$ cat src/rtl/bg_line_fetcher.sv
// bg_line_fetcher
//   Background line fetcher sitting in front of the VGA pixel stage.
//   While line N is on screen, the 32 tiles of line N+1 are fetched
//   (nametable, then pattern ROM) into the hidden half of a ping-pong
//   line buffer. The visible half is read one pixel per cycle and turned
//   into a 4-bit colour code {palette, index}. Vertical scroll is latched
//   once per frame and wraps at the game-window height.
//
// Ports
//   clk, rstn          clock, asynchronous active-low reset
//   frame_start        one-cycle pulse at vsync; latches scroll_y, clears overrun
//   line_start         one-cycle pulse per game line; swaps buffers, starts fetch
//   next_line_y        game-window line to fetch (0..GAME_LINES-1)
//   scroll_y           vertical scroll, sampled on frame_start
//   nt_rd_en/nt_addr   nametable read port, nt_data valid one cycle later
//   pat_rd_en/pat_addr pattern ROM read port, pat_data valid one cycle later
//   pix_valid_in/pix_x pixel request from the VGA timing
//   pix_color/pix_valid colour code and qualifier, one cycle after the request
//   fetch_busy         a line fetch is in progress
//   fetch_overrun      sticky: a line_start arrived while a fetch was running

module bg_line_fetcher #(
  parameter int GAME_LINES     = 240,
  parameter int TILES_PER_LINE = 32
) (
  input  logic        clk,
  input  logic        rstn,
  input  logic        frame_start,
  input  logic        line_start,
  input  logic [7:0]  next_line_y,
  input  logic [7:0]  scroll_y,
  output logic        nt_rd_en,
  output logic [9:0]  nt_addr,
  input  logic [9:0]  nt_data,
  output logic        pat_rd_en,
  output logic [10:0] pat_addr,
  input  logic [15:0] pat_data,
  input  logic        pix_valid_in,
  input  logic [7:0]  pix_x,
  output logic [3:0]  pix_color,
  output logic        pix_valid,
  output logic        fetch_busy,
  output logic        fetch_overrun
);

  localparam logic [4:0] LAST_COL = 5'(TILES_PER_LINE - 1);
  localparam logic [8:0] LINES_9  = 9'(GAME_LINES);

  typedef enum logic [1:0] {IDLE, ISSUE, DRAIN} state_t;

  state_t      state_q, state_d;
  logic [4:0]  col_q, col_d;
  logic [4:0]  tile_row_q, tile_row_d;
  logic [2:0]  fine_y_q, fine_y_d;
  logic [7:0]  scroll_lat_q, scroll_lat_d;
  logic        disp_q, disp_d;
  logic        overrun_q, overrun_d;
  logic        nt_pend_q, nt_pend_d;
  logic [4:0]  nt_col_q, nt_col_d;
  logic        pat_pend_q, pat_pend_d;
  logic [4:0]  pat_col_q, pat_col_d;
  logic [1:0]  pat_pal_q, pat_pal_d;
  logic        pix_valid_q, pix_valid_d;
  logic [3:0]  pix_color_q, pix_color_d;

  // Line buffer: [buffer][column] = {palette[1:0], plane1[7:0], plane0[7:0]}
  logic [17:0] line_buf [2][TILES_PER_LINE];

  logic        busy;
  logic        wr_en;
  logic [7:0]  scroll_new;
  logic [7:0]  scroll_use;
  logic [8:0]  row_sum;
  logic [7:0]  eff_y;
  logic [17:0] rd_entry;
  logic [7:0]  rd_plane0;
  logic [7:0]  rd_plane1;
  logic [2:0]  bit_sel;

  assign busy = (state_q != IDLE);

  // State register; async reset lands in IDLE so strobes drop at once.
  always_ff @(posedge clk or negedge rstn) begin
    if (!rstn) begin
      state_q <= IDLE;
    end else begin
      state_q <= state_d;
    end
  end

  // Next-state logic. A line_start in any state restarts the fetch;
  // DRAIN reuses the column counter (wrapped to 0) to count its 2 cycles.
  always_comb begin
    state_d = state_q;
    case (state_q)
      IDLE:    if (line_start) state_d = ISSUE;
      ISSUE: begin
        if (line_start)            state_d = ISSUE;
        else if (col_q == LAST_COL) state_d = DRAIN;
      end
      DRAIN: begin
        if (line_start)        state_d = ISSUE;
        else if (col_q == 5'd1) state_d = IDLE;
      end
      default: state_d = IDLE;
    endcase
  end

  // Output logic. pat_addr comes straight from nt_data so the pattern read
  // follows the nametable read by exactly one cycle.
  always_comb begin
    nt_rd_en      = (state_q == ISSUE);
    nt_addr       = '0;
    pat_rd_en     = nt_pend_q;
    pat_addr      = '0;
    fetch_busy    = busy;
    fetch_overrun = overrun_q;
    pix_color     = pix_color_q;
    pix_valid     = pix_valid_q;
    if (state_q == ISSUE) nt_addr  = {tile_row_q, col_q};
    if (nt_pend_q)        pat_addr = {nt_data[7:0], fine_y_q};
  end

  // Scroll clamp and wrapped row arithmetic. A frame_start in the same
  // cycle as line_start already applies to that line.
  always_comb begin
    scroll_new = ({1'b0, scroll_y} >= LINES_9) ? 8'd0 : scroll_y;
    scroll_use = frame_start ? scroll_new : scroll_lat_q;
    row_sum    = {1'b0, next_line_y} + {1'b0, scroll_use};
    eff_y      = (row_sum >= LINES_9) ? 8'(row_sum - LINES_9) : row_sum[7:0];
  end

  // Datapath next-state: fetch pipeline, buffer select, overrun flag and
  // pixel read. line_start cancels any read still in flight.
  always_comb begin
    scroll_lat_d = frame_start ? scroll_new : scroll_lat_q;
    disp_d       = line_start ? ~disp_q : disp_q;
    tile_row_d   = line_start ? eff_y[7:3] : tile_row_q;
    fine_y_d     = line_start ? eff_y[2:0] : fine_y_q;

    overrun_d = overrun_q;
    if (line_start && busy) overrun_d = 1'b1;
    else if (frame_start)   overrun_d = 1'b0;

    col_d = 5'd0;
    if (!line_start && busy) col_d = col_q + 5'd1;

    nt_pend_d  = (state_q == ISSUE) && !line_start;
    nt_col_d   = col_q;
    pat_pend_d = nt_pend_q && !line_start;
    pat_col_d  = nt_col_q;
    pat_pal_d  = nt_data[9:8];
    wr_en      = pat_pend_q && !line_start;

    rd_entry    = line_buf[disp_q][pix_x[7:3]];
    rd_plane1   = rd_entry[15:8];
    rd_plane0   = rd_entry[7:0];
    bit_sel     = 3'd7 - pix_x[2:0];
    pix_valid_d = pix_valid_in;
    pix_color_d = pix_valid_in ?
                  {rd_entry[17:16], rd_plane1[bit_sel], rd_plane0[bit_sel]} : 4'd0;
  end

  always_ff @(posedge clk or negedge rstn) begin
    if (!rstn) begin
      col_q        <= '0;
      tile_row_q   <= '0;
      fine_y_q     <= '0;
      scroll_lat_q <= '0;
      disp_q       <= 1'b0;
      overrun_q    <= 1'b0;
      nt_pend_q    <= 1'b0;
      nt_col_q     <= '0;
      pat_pend_q   <= 1'b0;
      pat_col_q    <= '0;
      pat_pal_q    <= '0;
      pix_valid_q  <= 1'b0;
      pix_color_q  <= '0;
    end else begin
      col_q        <= col_d;
      tile_row_q   <= tile_row_d;
      fine_y_q     <= fine_y_d;
      scroll_lat_q <= scroll_lat_d;
      disp_q       <= disp_d;
      overrun_q    <= overrun_d;
      nt_pend_q    <= nt_pend_d;
      nt_col_q     <= nt_col_d;
      pat_pend_q   <= pat_pend_d;
      pat_col_q    <= pat_col_d;
      pat_pal_q    <= pat_pal_d;
      pix_valid_q  <= pix_valid_d;
      pix_color_q  <= pix_color_d;
    end
  end

  // Buffer storage has no reset; writes always go to the hidden half.
  always_ff @(posedge clk) begin
    if (wr_en) line_buf[~disp_q][pat_col_q] <= {pat_pal_q, pat_data};
  end

endmodule

$ cat config.mk
export PLATFORM = sky130hd
export DESIGN_NAME = bg_line_fetcher
export DESIGN_NICKNAME = d
export VERILOG_FILES = /design/src/rtl/bg_line_fetcher.sv
export SDC_FILE = /design/constraint.sdc
export NUM_CORES = 1
export LEC_CHECK = 0
export BUFFER_PORTS_ARGS = -buffer_cell sky130_fd_sc_hd__clkbuf_2
export CAP_MARGIN = 10
export CORE_MARGIN = 3
export CORE_UTILIZATION = 30
export DETAILED_ROUTE_END_ITERATION = 8
export PLACE_DENSITY = 0.52
export SYNTH_ARGS = -nofsm -noshare
export SYNTH_HDL_FRONTEND = slang
export SYNTH_SLANG_ARGS = --single-unit
$ cat constraint.sdc
create_clock -name clk -period 5 [get_ports clk]
set_clock_uncertainty 0.2 [all_clocks]
set_input_delay 0.25 -clock clk [delete_from_list [all_inputs] [get_ports clk]]
set_output_delay 0.25 -clock clk [all_outputs]
set_load 0.01 [all_outputs]
==> results.md <==
* Required @ worst endpoint at about 5.4 ns
* Post-synthesis register bit count at between 1k and 1.5k
* Final GP Congestion at between 0.8 and 0.9
* CTS resizes at 0
* Iteration-0 DRC Markers at between 2k and 2.5k
* Worst path arrival time at about 4.7 ns
* M2 GR Usage at between 20% and 30%
* Minimum clock period at around 4.3 ns
* Total CTS buffers at 130
* GR Util met1 at 21.0%
* Yosys warnings at 0
* Via count of the first global-routing pass at roughly 24k
* Sequential Area at 0.0357 sq mm
* Final nets at 2450
* Max-slew headroom at a little under a fifth
* Die Height at between 300 and 400 um
* Post-synth top cells: edfxtp_1, mux4_2, nor2_1, dfrtp_1, mux2i_1
* Clock sinks at 1196
* Tcrit/Tclk final at between 80% and 90%
* Die area at between 0.15 and 0.2 sq mm
* Combinational power share at between 10 and 15%
* Pwr Density at around 440 mW/mm^2
* CTS tree: done
* Overflow left after global routing at 0
* Max cap viols at 0
* CP max stage delay at ~0.74 ns
* Unique cell type count in the Yosys netlist at between 50 and 60
* Vias per cell at 5.07
* Final setup violation count at 0
* Sw Pwr at ~5700 uW
* H-tree lvl count at 4
* Dominant cells by area after synthesis: edfxtp_1, mux4_2, dfrtp_1
* Syn avg cell area at 21.9 sq um
* Via count at approximately 23k
* Leak Pwr at between 0.015 and 0.02 uW
* I/O Buffers at 84
* # fillers at around 14k
* Post-route ant nets at 0
* Core Footprint at approximately 0.15 sq mm
* Critical Path Sink Type: flip-flop
* Crit path launch type: flip-flop
* Dominant cell type by area after synthesis: edfxtp_1
* Design Area, Final at around 0.054 sq mm
* Largest net degree at the start of global routing at 70
* Mapped cell area at ~0.046 sq mm
* RSZ-0062 raised after global routing: no
* Fraction of registers with async set/reset at 3.68%
* Starting density of the core at between 30% and 40%
* Most frequent cell after synthesis: edfxtp_1
* Post-DP HPWL at approximately 71000 um
* Flop pwr share at around 46%
* Outcome: complete, no violations
* Clk pwr share at about two fifths
* Final Hold Fails at 0
* Finished Core Util at a little over a third
* Worst-Margin Slew at about 1.2 ns
* Layout cell share with drive strength beyond 1 at between 30% and 40%
* First-pass GRT wire length at between 150000 and 200000 um
* Fin. max-slew vios at 0
* Worst-case clock buffer depth at 3
* Final WL at between 100000 and 150000 um
* WS Path Type: flip-flop to flip-flop
* EDFF count, synth at about 1.2k
* Pre-antenna DRT Iters at 7
* I/O pin count at 85
* CTS Root Cell: clkbuf_16
* Die X at 399 um
* Skew-Pair Late Insertion Delay at 0.73 ns
* Top FF cell, synth: edfxtp_1
* Worst VDD drop at about 0.33 mV
* Share of the synthesized area in the top cell type at about three quarters
* Row count at around 140
* Slowest stage cell, crit path: dfrtp_4
* Multi-input gate area at slightly above 0.01 sq mm
* DR WL/cell at ~26 um
* Syn_nets at between 2k and 2.5k
* Crit-path cells: buf_12 -> buf_12 -> mux4_2 -> a22oi_1 -> o211ai_1 -> nor3_1 -> nor3_1 -> nor2_1 -> o211ai_1 -> dlygate4sd3_1
* All-layer global routing usage at between 10% and 20%
* Busiest layer in global routing: met2
* Clock slew at reported path FFs at roughly 0.06 ns
* Initial antenna violation count at 5
* Crit Path Max Fanout at 46
* Hold Path Class: input port to flip-flop
* Sw frac at 23.8%
* P_int at between 15000 and 20000 uW
* Fmax at roughly 230 MHz
* Number of remaining DRC errors at 0
* Syn-to-layout area delta at 17.3%
* Met3 Resource Use GR at ~3.2%
* Setup TNS at 0 ns
* Seq/Total Area, Yosys at between 70 and 80%
* Syn Inst Count at ~2.1k
* Dpl cell area at roughly 0.050 sq mm
-- layout make-up --
cell class                 instances  area share (%)
antenna                            3          0.0138
clock buffer                     160            6.45
clock inverter                    71            1.28
inverter                          10          0.0689
multi-input combinational        801            18.6
sequential                      1196            65.6
tap                             2030            4.66
timing repair buffer             242            3.36
-- registers in the layout (all words and copies together), names as in the netlist, 2 cells and up --
signal        cells
tile_row_q        5
pix_color         4
state_q           2
scroll_lat_q      8
pat_pal_q         2
pat_col_q         5
nt_col_q          5
line_buf       1152
fine_y_q          3
col_q             5
-- kinds of logic (layout without fill, tap and decap cells) --
family | Yosys count | in the layout | synth area share (%)
and+or+nand+nor | 246 | 246 | 2.60
AOI/OAI and AO/OA | 175 | 175 | 2.85
adders and majority gates | 14 | 14 | 0.393
DFF | 1196 | 1196 | 76.9
buffers and inverters | 121 | 483 | 1.51
xor gates and xnor gates | 8 | 8 | 0.151
muxes | 358 | 358 | 15.6
other | 0 | 3 | 0
-- worst max-delay path: cells and delay by family, from the launching register on --
kind	cells	cell delay, ns
and+or+nand+nor	3	0.52
AOI/OAI and AO/OA	3	0.82
muxes	1	0.55
buffers and inverters	3	1.27
DFF	1	0.74
-- metal layers --
metal	part of all wire, %	vias up
li1	-	9497
met1	44	12500
met2	48	751
met3	6.5	128
met4	1.6	0
met5	0	-
-- layout by cell type, fill, tap and decap left out, drive strengths merged, types with 5 or more instances in the layout --
master,count
a22o,26
a2111oi,8
mux2,23
clkbuf,242
a21oi,23
nor2b,20
nor2,101
o211ai,12
edfxtp,1152
o21ai,12
buf,123
dlygate4sd3,37
mux2i,44
nand2b,5
clkinv,59
inv,10
dfrtp,44
and2,26
ha,13
a221oi,22
o2111ai,6
mux4,291
a221o,5
o22ai,12
nand2,32
nand4,12
nand3,9
nor3,11
a22oi,16
xnor2,6
o221ai,8
bufinv,11
nor4,5
-- power groups by stage --
stage	sequential [uW]	clock (uW)	combinational, uW
finish	11200	9400	3520
global route	11200	10000	3770
CTS	11200	9640	3580
detailed placement	11400	0	3550
global placement	11400	0	3510
floorplan	11300	0	2620
-- final timing paths --
kind / endpoint / depth (start not counted) / slack, ns / start
worst max-delay path: pix_color[1] / 10 / 0.68 / disp_q
worst min-delay path: line_buf[1][337] / 2 / 0.02 / pat_data[13]
worst max register to register: pix_color[1] / 10 / 0.68 / disp_q
worst min register to register: pat_col_q[1] / 0 / 0.16 / nt_col_q[1]
max in group asynchronous: disp_q / 4 / 3.55 / rstn
min in group asynchronous: pix_valid / 4 / 0.53 / rstn
-- per-stage QoR --
| step | hold WS, ns | power, uW | setup WS [ns] | std cells |
|---|---|---|---|---|
| 2_1_floorplan | -0.246 | 13900 | 1.33 | 2118 |
| 3_3_place_gp | 0.145 | 14900 | 0.801 | 4241 |
| 3_5_place_dp | 0.143 | 14900 | 0.586 | 4242 |
| 4_1_cts | 0.00250 | 24400 | 0.710 | 4510 |
| 5_1_grt | 0.0306 | 25000 | 0.347 | 4510 |
| 6_report | 0.0182 | 24100 | 0.685 | 4513 |
-- repair_timing --
item	CTS	global route
endpoints found under the hold margin	72	0
hold buffers	37	0
buffers inserted	0	0
No activity file was read; power rests on OpenSTA's default activity.
